[src/rtl/ft_pkg.sv]
// Shared definitions for the lockstep fault-tolerance blocks: FSM state
// encoding and default register-file geometry.
package ft_pkg;

    localparam int FT_ADDR_WIDTH = 5;
    localparam int FT_DATA_WIDTH = 32;

    typedef enum logic [2:0] {
        ST_IDLE    = 3'd0,
        ST_HALT    = 3'd1,
        ST_RESTORE = 3'd2,
        ST_PCRST   = 3'd3,
        ST_FATAL   = 3'd4
    } ft_state_e;

    // A recovery is in flight in every state except the two resting ones.
    function automatic logic state_is_recovering(input ft_state_e s);
        return (s == ST_HALT) || (s == ST_RESTORE) || (s == ST_PCRST);
    endfunction

endpackage

[src/rtl/ft_recovery_ctrl.sv]
// Lockstep recovery controller: on a core mismatch it stalls both cores, copies
// the golden shadow register file into both cores and reloads their PC.
module ft_recovery_ctrl
    import ft_pkg::*;
#(
    parameter int ADDR_WIDTH   = FT_ADDR_WIDTH,
    parameter int DATA_WIDTH   = FT_DATA_WIDTH,
    parameter int HALT_TIMEOUT = 16,
    parameter int MAX_RETRY    = 3,
    parameter int CNT_WIDTH    = 8
) (
    input  logic                  clk_i,
    input  logic                  rst_i,
    input  logic                  error_i,
    input  logic                  halted_a_i,
    input  logic                  halted_b_i,
    output logic                  halt_o,
    output logic [ADDR_WIDTH-1:0] rf_raddr_o,
    input  logic [DATA_WIDTH-1:0] rf_rdata_i,
    output logic                  wb_we_o,
    output logic [ADDR_WIDTH-1:0] wb_addr_o,
    output logic [DATA_WIDTH-1:0] wb_data_o,
    output logic                  pc_restore_o,
    output logic                  recovering_o,
    output logic                  fatal_o,
    output logic [CNT_WIDTH-1:0]  recovery_cnt_o
);

    localparam int DEPTH      = 1 << ADDR_WIDTH;
    localparam int TMO_BITS   = $clog2(HALT_TIMEOUT + 1);
    localparam int CTR_W      = (ADDR_WIDTH + 1 > TMO_BITS) ? ADDR_WIDTH + 1 : TMO_BITS;

    localparam logic [CTR_W-1:0]     LAST_RD   = CTR_W'(DEPTH - 1);
    localparam logic [CTR_W-1:0]     LAST_WR   = CTR_W'(DEPTH);
    localparam logic [CTR_W-1:0]     HALT_LAST = CTR_W'(HALT_TIMEOUT - 1);
    localparam logic [CNT_WIDTH-1:0] CNT_MAX   = '1;

    ft_state_e state_q, state_d;

    // One counter serves both the halt timeout and the restore address walk.
    logic [CTR_W-1:0] ctr_q, ctr_d;

    logic                  halt_d;
    logic                  recovering_d;
    logic                  fatal_d;
    logic                  pc_restore_d;
    logic                  wb_we_d;
    logic [ADDR_WIDTH-1:0] wb_addr_d;
    logic [ADDR_WIDTH-1:0] rf_raddr_d;
    logic [CNT_WIDTH-1:0]  recovery_cnt_d;
    logic                  retry_ok;

    assign retry_ok = int'(recovery_cnt_o) < MAX_RETRY;

    // NOTE: every always_comb output gets a default first so no path can infer a latch.
    always_comb begin
        state_d = state_q;
        ctr_d   = ctr_q;

        case (state_q)
            ST_IDLE: begin
                if (error_i) begin
                    ctr_d   = '0;
                    state_d = retry_ok ? ST_HALT : ST_FATAL;
                end
            end

            ST_HALT: begin
                if (halted_a_i && halted_b_i) begin
                    ctr_d   = '0;
                    state_d = ST_RESTORE;
                end else if (ctr_q == HALT_LAST) begin
                    state_d = ST_FATAL;
                end else begin
                    ctr_d = ctr_q + 1'b1;
                end
            end

            // Cycle k reads address k and writes address k-1; one extra cycle
            // drains the final read, after which the walk stops for good.
            ST_RESTORE: begin
                if (ctr_q == LAST_WR) begin
                    state_d = ST_PCRST;
                end else begin
                    ctr_d = ctr_q + 1'b1;
                end
            end

            ST_PCRST: state_d = ST_IDLE;

            ST_FATAL: state_d = ST_FATAL;

            default: state_d = ST_IDLE;
        endcase
    end

    // Output values for the next cycle, so every port comes straight from a flop.
    always_comb begin
        halt_d         = (state_d != ST_IDLE);
        recovering_d   = state_is_recovering(state_d);
        fatal_d        = (state_d == ST_FATAL);
        pc_restore_d   = (state_d == ST_PCRST);
        wb_we_d        = (state_d == ST_RESTORE) && (state_q == ST_RESTORE);
        wb_addr_d      = wb_we_d ? ctr_q[ADDR_WIDTH-1:0] : '0;
        rf_raddr_d     = rf_raddr_o;
        recovery_cnt_d = recovery_cnt_o;

        if ((state_d == ST_RESTORE) && (ctr_d <= LAST_RD)) begin
            rf_raddr_d = ctr_d[ADDR_WIDTH-1:0];
        end

        if ((state_d == ST_PCRST) && (state_q == ST_RESTORE) && (recovery_cnt_o != CNT_MAX)) begin
            recovery_cnt_d = recovery_cnt_o + 1'b1;
        end
    end

    // NOTE: sequential state uses non-blocking assignments so every flop samples pre-edge values.
    always_ff @(posedge clk_i) begin
        if (rst_i) begin
            state_q        <= ST_IDLE;
            ctr_q          <= '0;
            halt_o         <= 1'b0;
            recovering_o   <= 1'b0;
            fatal_o        <= 1'b0;
            pc_restore_o   <= 1'b0;
            wb_we_o        <= 1'b0;
            wb_addr_o      <= '0;
            rf_raddr_o     <= '0;
            recovery_cnt_o <= '0;
        end else begin
            state_q        <= state_d;
            ctr_q          <= ctr_d;
            halt_o         <= halt_d;
            recovering_o   <= recovering_d;
            fatal_o        <= fatal_d;
            pc_restore_o   <= pc_restore_d;
            wb_we_o        <= wb_we_d;
            wb_addr_o      <= wb_addr_d;
            rf_raddr_o     <= rf_raddr_d;
            recovery_cnt_o <= recovery_cnt_d;
        end
    end

    // The shadow file answers one cycle after the registered read address, so
    // its data lines up with the registered write strobe and is only gated here.
    assign wb_data_o = wb_we_o ? rf_rdata_i : '0;

endmodule

[config.mk]
export PLATFORM = sky130hd
export DESIGN_NAME = ft_recovery_ctrl
export DESIGN_NICKNAME = d
export VERILOG_FILES = /design/src/rtl/ft_pkg.sv /design/src/rtl/ft_recovery_ctrl.sv
export SDC_FILE = /design/constraint.sdc
export NUM_CORES = 1
export LEC_CHECK = 0
export CAP_MARGIN = 20
export CORE_MARGIN = 5
export CORE_UTILIZATION = 36
export CTS_CLUSTER_SIZE = 25
export DETAILED_ROUTE_END_ITERATION = 12
export PLACE_DENSITY = 0.76
export REMOVE_ABC_BUFFERS = 1
export SYNTH_ARGS = -nofsm -noshare
export SYNTH_HDL_FRONTEND = slang
export SYNTH_SLANG_ARGS = --single-unit
[constraint.sdc]
create_clock -name clk_i -period 2 [get_ports clk_i]
set_clock_uncertainty 0.2 [all_clocks]
set_input_delay 0.4 -clock clk_i [delete_from_list [all_inputs] [get_ports clk_i]]
set_output_delay 0.4 -clock clk_i [all_outputs]
set_load 0.02 [all_outputs]
=== Yosys cells after proc, flatten, opt, wreduce, memory -nomap -nowiden ===
Cells that the tools add are included.

* Bits in registers: 32
* Input port bits: 37
* Output and inout bits: 55
* Word-level logic and storage cells: 47

* Add/subtract/negate cells: 2
* Order comparisons: 2
* Eq/ne operators: 10
* Muxes and demuxes: 12
* Bitwise gates (word level): 1
* Reduce and logical (&&, ||, !) cells: 10

{| class="wikitable"
|+ Operators with widths
! cell !! number
|-
| $mux W32 || 1
|-
| $mux W6 || 4
|-
| $pmux W6 S3 || 1
|-
| $mux W3 || 5
|-
| $pmux W3 S4 || 1
|-
| $eq A3 B2 Y1 const B || 3
|-
| $add A8 B1 Y8 const B || 1
|-
| $lt A8 B2 Y1 const B || 1
|-
| $ne A8 B8 Y1 const B || 1
|-
| $add A6 B1 Y6 const B || 1
|-
| $eq A3 B1 Y1 const B || 2
|-
| $eq A3 B3 Y1 const B || 2
|-
| $eq A6 B4 Y1 const B || 1
|-
| $eq A6 B6 Y1 const B || 1
|-
| $le A6 B5 Y1 const B || 1
|-
| $logic_and A1 B1 Y1 || 5
|-
| $logic_not A3 Y1 || 1
|-
| $reduce_bool A3 Y1 || 1
|-
| $logic_or A1 B1 Y1 || 2
|-
| $reduce_or A2 Y1 || 1
|-
| $not A1 Y1 || 1
|}

=== Longest topological paths before layout ===
Gate-level depths: netlist of the first run.

* Word-level depth: 8
* Gate-level depth with buffers: 7
* Depth with buffers taken out: 6

=== Worst setup path after synthesis of the first run ===
No wires, ideal clock.

* Path kind: reg2out
* Start: reg wb_we_o
* End: out wb_data_o[10]
* Arrival: 0.944 ns
* Required time: 1.400 ns
* Setup slack: 0.456 ns
* Stages on the path, launching flop included: 3
* Buffers on the path: 1
* Path through: dfxtp_1 > clkbuf_1 > and2_1

* Cells in the longest elaborated chain, start to end: 1

{| class="wikitable"
|+ RTL lines
! item !! line !! text
|-
| start, declared || ft_recovery_ctrl.sv:20 || <nowiki>output logic wb_we_o,</nowiki>
|-
| start signal, assigned || ft_recovery_ctrl.sv:137 || <nowiki>wb_we_o <= wb_we_d;</nowiki>
|-
| $mux W32 || ft_recovery_ctrl.sv:146 || <nowiki>assign wb_data_o = wb_we_o ? rf_rdata_i : '0;</nowiki>
|-
| end, declared || ft_recovery_ctrl.sv:22 || <nowiki>output logic [DATA_WIDTH-1:0] wb_data_o,</nowiki>
|}

No other way between the ends.

==> results of run 1 <==
-- state kept, by name, indices dropped and copies added (netlist names), 3 cells and up --
register,count
rf_raddr_o,5
ctr_q,6
wb_addr_o,5
state_q,3
recovery_cnt_o,8
-- stage by stage --
step | hold WS (ps) | TNS, ps | util, % | power, uW | area, um2
3_5_place_dp | 278 | -9950 | 60.7 | 915 | 3060
3_3_place_gp | 277 | -9090 | 60.7 | 911 | 3060
6_report | 295 | -6.40 | 64.7 | 1420 | 3260
5_1_grt | 313 | -247 | 64.7 | 1480 | 3260
4_1_cts | 295 | 0 | 62.3 | 1420 | 3140
2_1_floorplan | 269 | -51.9 | - | 754 | 1760
-- cells in the final DEF, fill, tap and decap left out, types with 4 or more instances in the layout --
| cell type | Yosys | routed |
|---|---|---|
| a21oi_1 | 12 | 11 |
| and2_1 | 38 | 37 |
| buf_4 | 0 | 39 |
| clkbuf_8 | 0 | 6 |
| clkdlybuf4s50_1 | 0 | 51 |
| dfxtp_1 | 32 | 26 |
| dfxtp_2 | 0 | 5 |
| dlygate4sd2_1 | 0 | 34 |
| dlymetal6s2s_1 | 0 | 6 |
| nand2_1 | 10 | 10 |
| nand3_1 | 7 | 7 |
| nand3b_1 | 4 | 4 |
| nor2_1 | 15 | 15 |
| nor2b_1 | 5 | 5 |
| o211ai_1 | 4 | 4 |
| o21ai_0 | 13 | 10 |
-- power groups by stage --
stage	registers (uW)	clock network (uW)	logic (uW)
6_report	660	504	253
5_1_grt	661	547	274
4_1_cts	658	525	241
3_5_place_dp	673	0	242
3_3_place_gp	672	0	239
2_1_floorplan	682	0	71.6
-- layout make-up --
type                    instances  area [um2]  area share [%]
repair buffers                132        1220            37.3
flip-flops and latches         32         651            19.9
well taps                      70        87.6            2.68
multi-input cells             168        1200            36.9
inverters                       3        11.3           0.345
clock buffers                   6        82.6            2.53
clock inverters                 2        10.0           0.307
-- kinds of logic (layout without fill, tap and decap cells) --
| family | Yosys count | after routing | synth area share [%] |
|---|---|---|---|
| AND/OR/NAND/NOR | 111 | 111 | 37.3 |
| AO/OA/AOI/OAI | 48 | 48 | 17.9 |
| flip-flops | 32 | 32 | 34.9 |
| buffers and inverters | 17 | 143 | 4.84 |
| adder cells (fa/ha/maj) | 3 | 3 | 2.05 |
| XOR/XNOR | 3 | 3 | 1.43 |
| multiplexers | 3 | 3 | 1.64 |
-- repair_timing --
item | CTS | global route
gates cloned | 0 | 0
resized for setup | 43 | 26
endpoints found under the setup margin | 40 | 23
hold buffers | 0 | 0
setup buffers | 1 | 3
pin swaps | 3 | 4
-- layer usage --
metal,share of wire [%],GRT usage (%)
met2,49,31.8
met3,14,6.98
met4,1.1,4.05
met5,0,0
met1,35,17.8
-- worst max-delay path by stage --
stage                 startpoint                 to  slack (ps)  cells after the start
3_5_place_dp             error_i  recovery_cnt_o[6]        -350                      6
4_1_cts               state_q[0]  recovery_cnt_o[6]           8                      5
5_1_grt        recovery_cnt_o[0]  recovery_cnt_o[2]        -100                      7
2_1_floorplan         state_q[0]  recovery_cnt_o[6]         -50                      5
6_report       recovery_cnt_o[0]  recovery_cnt_o[6]          -6                      6
3_3_place_gp             error_i  recovery_cnt_o[6]        -310                      6
-- critical path, stage by stage, from the launching register on --
cell     delay [ps]
dfxtp_1         320
ha_2            210
nor4_2          220
and3_4          270
o31a_1          300
a41oi_1         160
a41o_1          220
==> impl_results.md, run 1 <==
- Outcome: finished, violations left
- Failing checks: setup timing
- Syn_area_per_cell: 8.46 um2
- Worst skew pair latency: 280 ps
- Starting Density: 36.4%
- PortBufs: 91
- DP Wirelength: 4570 um
- Switch Pwr: 342 uW
- Hold crit path type: reg -> reg
- WP data required: 1970 ps
- Clock Sinks: 32
- Vias in the first global route: 1872
- Startpoint types: register
- Clock group share of total power: 35.6%
- Nets: 382
- Vias: 2059
- Primary FF master, synth: dfxtp_1
- Die ar.: 0.00663 mm2
- Finished Layout Cells: 413
- Slew @ Worst Pin: 346 ps
- Inst Count DP: 401
- Fmax achieved: 498 MHz
- First-pass GRT wire length: 8780 um
- Post-route DRC: 0
- Final Wtd Congestion: 0.815
- Mapped Area: 0.00184 mm2
- DP Worst Slack: -354 ps
- Gate power share: 17.8%
- Hold Path Cell Cnt: 2
- GRT Total Usage: 17.1%
- Row Count: 26
- Layout cells sized above 1: 23.6%
- Post-synth EDFFs: 0
- Min-delay src: rf_raddr_o[0]
- Via density: 4.99
- I/O pin count: 92
- Commonest cells in the netlist: 38 x and2_1, 32 x dfxtp_1, 15 x nor2_1
- DRT iter0 DRCs: 116
- CTS Buf Count: 5
- Post-synthesis sequential area ratio: 34.9%
- H-tree level count: 2
- Worst reg2reg path endpoint: recovery_cnt_o[6]
- Total grt overflow: 0
- Period minus WS final: 2010 ps
- Root buf cell: clkbuf_8
- CP Max Fanout: 6
- Crit Path Category: reg -> reg
- ANT nets after route: 0
- Setup slack after layout: -6.40 ps
- Maximum vdd drop: 0.467 mV
- Arrival time worst endpoint: 1980 ps
- Area Overhead vs Synth: 77.8%
- Switch share: 24.2%
- Fin crit share: 100%
- Int Pwr: 1070 uW
- Area contributors post-synth: dfxtp_1 35%, and2_1 13%, o21ai_0 3.5%, a21oi_1 3.3%, nor2_1 3.1%
- Crit. End Element: register
- #FFs+latches synth: 32
- RR Startpoint: recovery_cnt_o[0]
- R2r setup slk: -6 ps
- Asr flop ratio synth: 0%
- Reg2Reg Depth: 6
- Final setup fails: 1
- Leakage: 0.00156 uW
- Drt wl/cell: 14.5 um
- Max_slew headroom: 76.3%
- DRT Pass-1 Iters: 4
- Final wirelength: 6000 um
- Synth Instances: 217
- Core footprint: 0.00504 mm2
- Die height: 81.4 um
- Clock-pin slew on the worst setup and hold paths: 60 ps
- Count leader, synth: and2_1
- CTS Buffer Depth: 2
- Leading area contributor after synthesis: dfxtp_1
- Fin. max-slew vios: 0
- Distinct cells, synth: 53
- Fillcell total: 431
- Total of max-cap violations: 0
- Share of the synthesized area in the top cell type: 34.9%
- PwrDens: 434 mW/mm2
- Fin. Hold Viols: 0
- YS warnings: 0
- RSZ-0062 raised after global routing: true
- Flop pwr share: 46.6%
- Largest net degree at the start of global routing: 34
- CTS tree: built
- Hold endpoint: rf_raddr_o[0]
- Initial antenna violation count: 0
- Die width: 81.4 um
- Antenna cells: 0
Power figures use the tool's default switching activity.
==> run 2, diff against run 1 <==
--- a/config.mk
+++ b/config.mk
@@ -5,10 +5,9 @@
 export SDC_FILE = /design/constraint.sdc
 export NUM_CORES = 1
 export LEC_CHECK = 0
-export CAP_MARGIN = 20
 export CORE_MARGIN = 5
 export CORE_UTILIZATION = 36
-export CTS_CLUSTER_SIZE = 25
+export CTS_CLUSTER_SIZE = 30
 export DETAILED_ROUTE_END_ITERATION = 12
 export PLACE_DENSITY = 0.76
 export REMOVE_ABC_BUFFERS = 1
==> results of run 2 <==
No change in the layout: final DEF, timing and power equal those of run 1.
==> run 3, diff against run 2 <==
--- a/config.mk
+++ b/config.mk
@@ -5,6 +5,7 @@
 export SDC_FILE = /design/constraint.sdc
 export NUM_CORES = 1
 export LEC_CHECK = 0
+export CORE_ASPECT_RATIO = 1.25
 export CORE_MARGIN = 5
 export CORE_UTILIZATION = 36
 export CTS_CLUSTER_SIZE = 30
==> constraint.sdc (replaced) <==
create_clock -name clk_i -period 1.78 [get_ports clk_i]
set_clock_uncertainty 0.2 [all_clocks]
set_input_delay 0.356 -clock clk_i [delete_from_list [all_inputs] [get_ports clk_i]]
set_output_delay 0.356 -clock clk_i [all_outputs]
set_load 0.02 [all_outputs]
==> run 3 against run 2 <==
Effect of this change:
- the run still ends with setup timing left
- register-to-register slack lost 150 ps
- largest cell class is now multi-input combinational cells
- first-iteration DRC count rose by 7.8%
- sequential power rose by 12%
- flip-flop and latch count unchanged
- fmax rose by 3.7%
- largest power group unchanged
- final cell count is 4.1% higher
- critical path type unchanged
- combinational power is 40% higher
==> impl_results.md, run 3 (same netlist as run 1, synthesis figures left out) <==
- Crit Path Category: reg -> reg
- Fin. max-slew vios: 0 (unchanged)
- Layout cells sized above 1: 44.3% (+21 points)
- PortBufs: 91 (unchanged)
- Outcome: finished, violations left
- Clock group share of total power: 35.0% (-0.6 points)
- Clock Sinks: 32 (unchanged)
- Leakage: 0.00171 uW (+9.8%)
- DRT iter0 DRCs: 125 (+7.8%)
- Nets: 407 (+6.5%)
- Antenna cells: 0 (unchanged)
- Startpoint types: register
- Failing checks: setup timing
- Vias: 2274 (+10%)
- Initial antenna violation count: 0 (unchanged)
- CTS Buffer Depth: 2 (unchanged)
- Fmax achieved: 517 MHz (+3.7%)
- Slowest Stage Delay on Critical Path: 360 ps (+40 ps)
- Post-route DRC: 0 (unchanged)
- Slew @ Worst Pin: 572 ps (+227 ps)
- Utilization after layout: 70.5% (+5.8 points)
- Max reg flops: 8 (unchanged)
- Drt wl/cell: 16.4 um (+13%)
- Gate power share: 21.1% (+3.3 points)
- Most flops, register: recovery_cnt_o
- Arrival time worst endpoint: 1920 ps (-60 ps)
- PwrDens: 476 mW/mm2 (+9.7%)
- Switch Pwr: 441 uW (+29%)
- Hold_buf cts: 0 (unchanged)
- Row Count: 29 (+12%)
- Flop pwr share: 43.9% (-2.7 points)
- Commonest non-fill, non-tap cells in the layout: 53 x buf_4, 37 x and2_1, 35 x clkdlybuf4s50_1, 21 x dfxtp_1, 17 x clkbuf_2
- Maximum vdd drop: 0.405 mV (-13%)
- Overall Power: 1680 uW (+19%)
- CTS Buf Count: 5 (unchanged)
- DP Wirelength: 4770 um (+4.6%)
- Crit-path cells: buf_6, nor4b_2, and3_1, o31a_1, buf_6, mux2i_1, nor2_1
- Starting Density: 36.7% (+0.25 points)
- Min-delay src: rf_raddr_o[0]
- Fin area: 0.00353 mm2 (+8.2%)
- Post-DP Area: 0.00318 mm2 (+3.9%)
- Most common cell on crit path: buf_6
- CP Launch Point: state_q[1]
- RR Startpoint: state_q[1]
- Total grt overflow: 0 (unchanged)
- Die ar.: 0.00664 mm2 (+0.13%)
- Max_slew headroom: 61.7% (-15 points)
- Clock-pin slew on the worst setup and hold paths: 70 ps (about the same)
- Hold crit path type: reg -> reg
- Int Pwr: 1240 uW (+15%)
- Die height: 89.8 um (+10%)
- Regs by FF count: recovery_cnt_o x8, ctr_q x6
- Vias in the first global route: 2256 (+21%)
- Most common cell after layout, fill and taps aside: buf_4
- Root buf cell: clkbuf_8
- GRT Total Usage: 20.1% (+3.0 points)
- CP Max Fanout: 5 (-1)
- Via density: 5.29 (+6.1%)
- DRT Pass-1 Iters: 5 (+1)
- Fin crit share: 109% (+8.4 points)
- Die width: 73.9 um (-9.3%)
- Largest net degree at the start of global routing: 16 (-53%)
- RSZ-0062 raised after global routing: true
- Area Overhead vs Synth: 92.4%
- Setup slack after layout: -155 ps (-148 ps)
- Worst skew pair latency: 290 ps (about the same)
- CTS tree: built
- I/O pin count: 92 (unchanged)
- CP max stage cell: dfxtp_4
- Core footprint: 0.00501 mm2 (-0.69%)
- Final wirelength: 7050 um (+17%)
- Total of max-cap violations: 0 (unchanged)
- Fin. Hold Viols: 0 (unchanged)
- Final setup fails: 22 (+21)
- Switch share: 26.2% (+2.1 points)
- Final Wtd Congestion: 0.932 (+14%)
- H-tree level count: 2 (unchanged)
- WP data required: 1760 ps (-210 ps)
- First-pass GRT wire length: 10700 um (+21%)
- Crit. End Element: register
- Period minus WS final: 1930 ps (-71.5 ps)
- ANT nets after route: 0 (unchanged)
==> run 3: cell types whose count changed in the layout (fill, tap and decap cells not counted), sizes merged <==
| cell | change |
|---|---|
| buf | +36 |
| clkdlybuf4s15 | +6 |
| clkbuf | +17 |
| clkdlybuf4s50 | -16 |
| dlygate4sd2 | -21 |
| dlymetal6s2s | +3 |
==> run 3: per-layer routing <==
| metal | track usage [%] | part of all wire [%] | up-vias |
|---|---|---|---|
| li1 | - | - | 1073 |
| met2 | 34.0 | 48 | 134 |
| met5 | 0 | 0 | - |
| met4 | 9.21 | 3.1 | 0 |
| met1 | 21.8 | 38 | 1045 |
| met3 | 6.92 | 11 | 22 |
==> run 3: per-stage QoR <==
| stage | hold WS [ps] | TNS (ps) | setup WS [ps] | instances |
|---|---|---|---|---|
| after global routing | 314 | -2980 | -251 | 430 |
| after CTS | 288 | -773 | -150 | 424 |
| after floorplan | 225 | -1610 | -272 | 203 |
| after detailed placement | 290 | -19270 | -495 | 412 |
| final | 276 | -1470 | -155 | 430 |
| after global placement | 280 | -18560 | -466 | 412 |
==> run 3: worst max-delay path, delay by kind of cell, from the launching register on <==
| kind | cells | cell delay, ps |
|---|---|---|
| simple gates | 3 | 530 |
| compound gates | 1 | 280 |
| flops | 1 | 360 |
| buf+inv | 2 | 270 |
| mux | 1 | 180 |
==> run 3: final cells by class <==
cell class              instances  area [um2]
fillers                       404        1480
multi-input cells             168        1340
repair buffers                157        1340
flip-flops and latches         32         667
clock buffers                   6        82.6
well taps                      62        77.6
inverters                       3        16.3
clock inverters                 2        10.0
==> run 3: worst paths after layout <==
kind | to | slack, ps | depth (start not counted)
setup / recovery | recovery_cnt_o[1] | -150 | 7
hold / removal | rf_raddr_o[0] | 280 | 2
setup reg to reg | recovery_cnt_o[1] | -150 | 7
hold reg to reg | rf_raddr_o[0] | 280 | 2
==> run 3: repair_timing <==
item,CTS,global route
gates resized for setup,164,55
setup buffers,5,6
endpoints found under the setup margin,70,66
pin swaps,24,18
==> run 3: power by group through the flow <==
| stage | Sequential, uW | Clock, uW | Combinational [uW] |
|---|---|---|---|
| after floorplan | 767 | 0 | 80.5 |
| after global placement | 754 | 0 | 280 |
| after detailed placement | 755 | 0 | 283 |
| after CTS | 740 | 594 | 319 |
| after global routing | 740 | 639 | 376 |
| final | 739 | 588 | 354 |
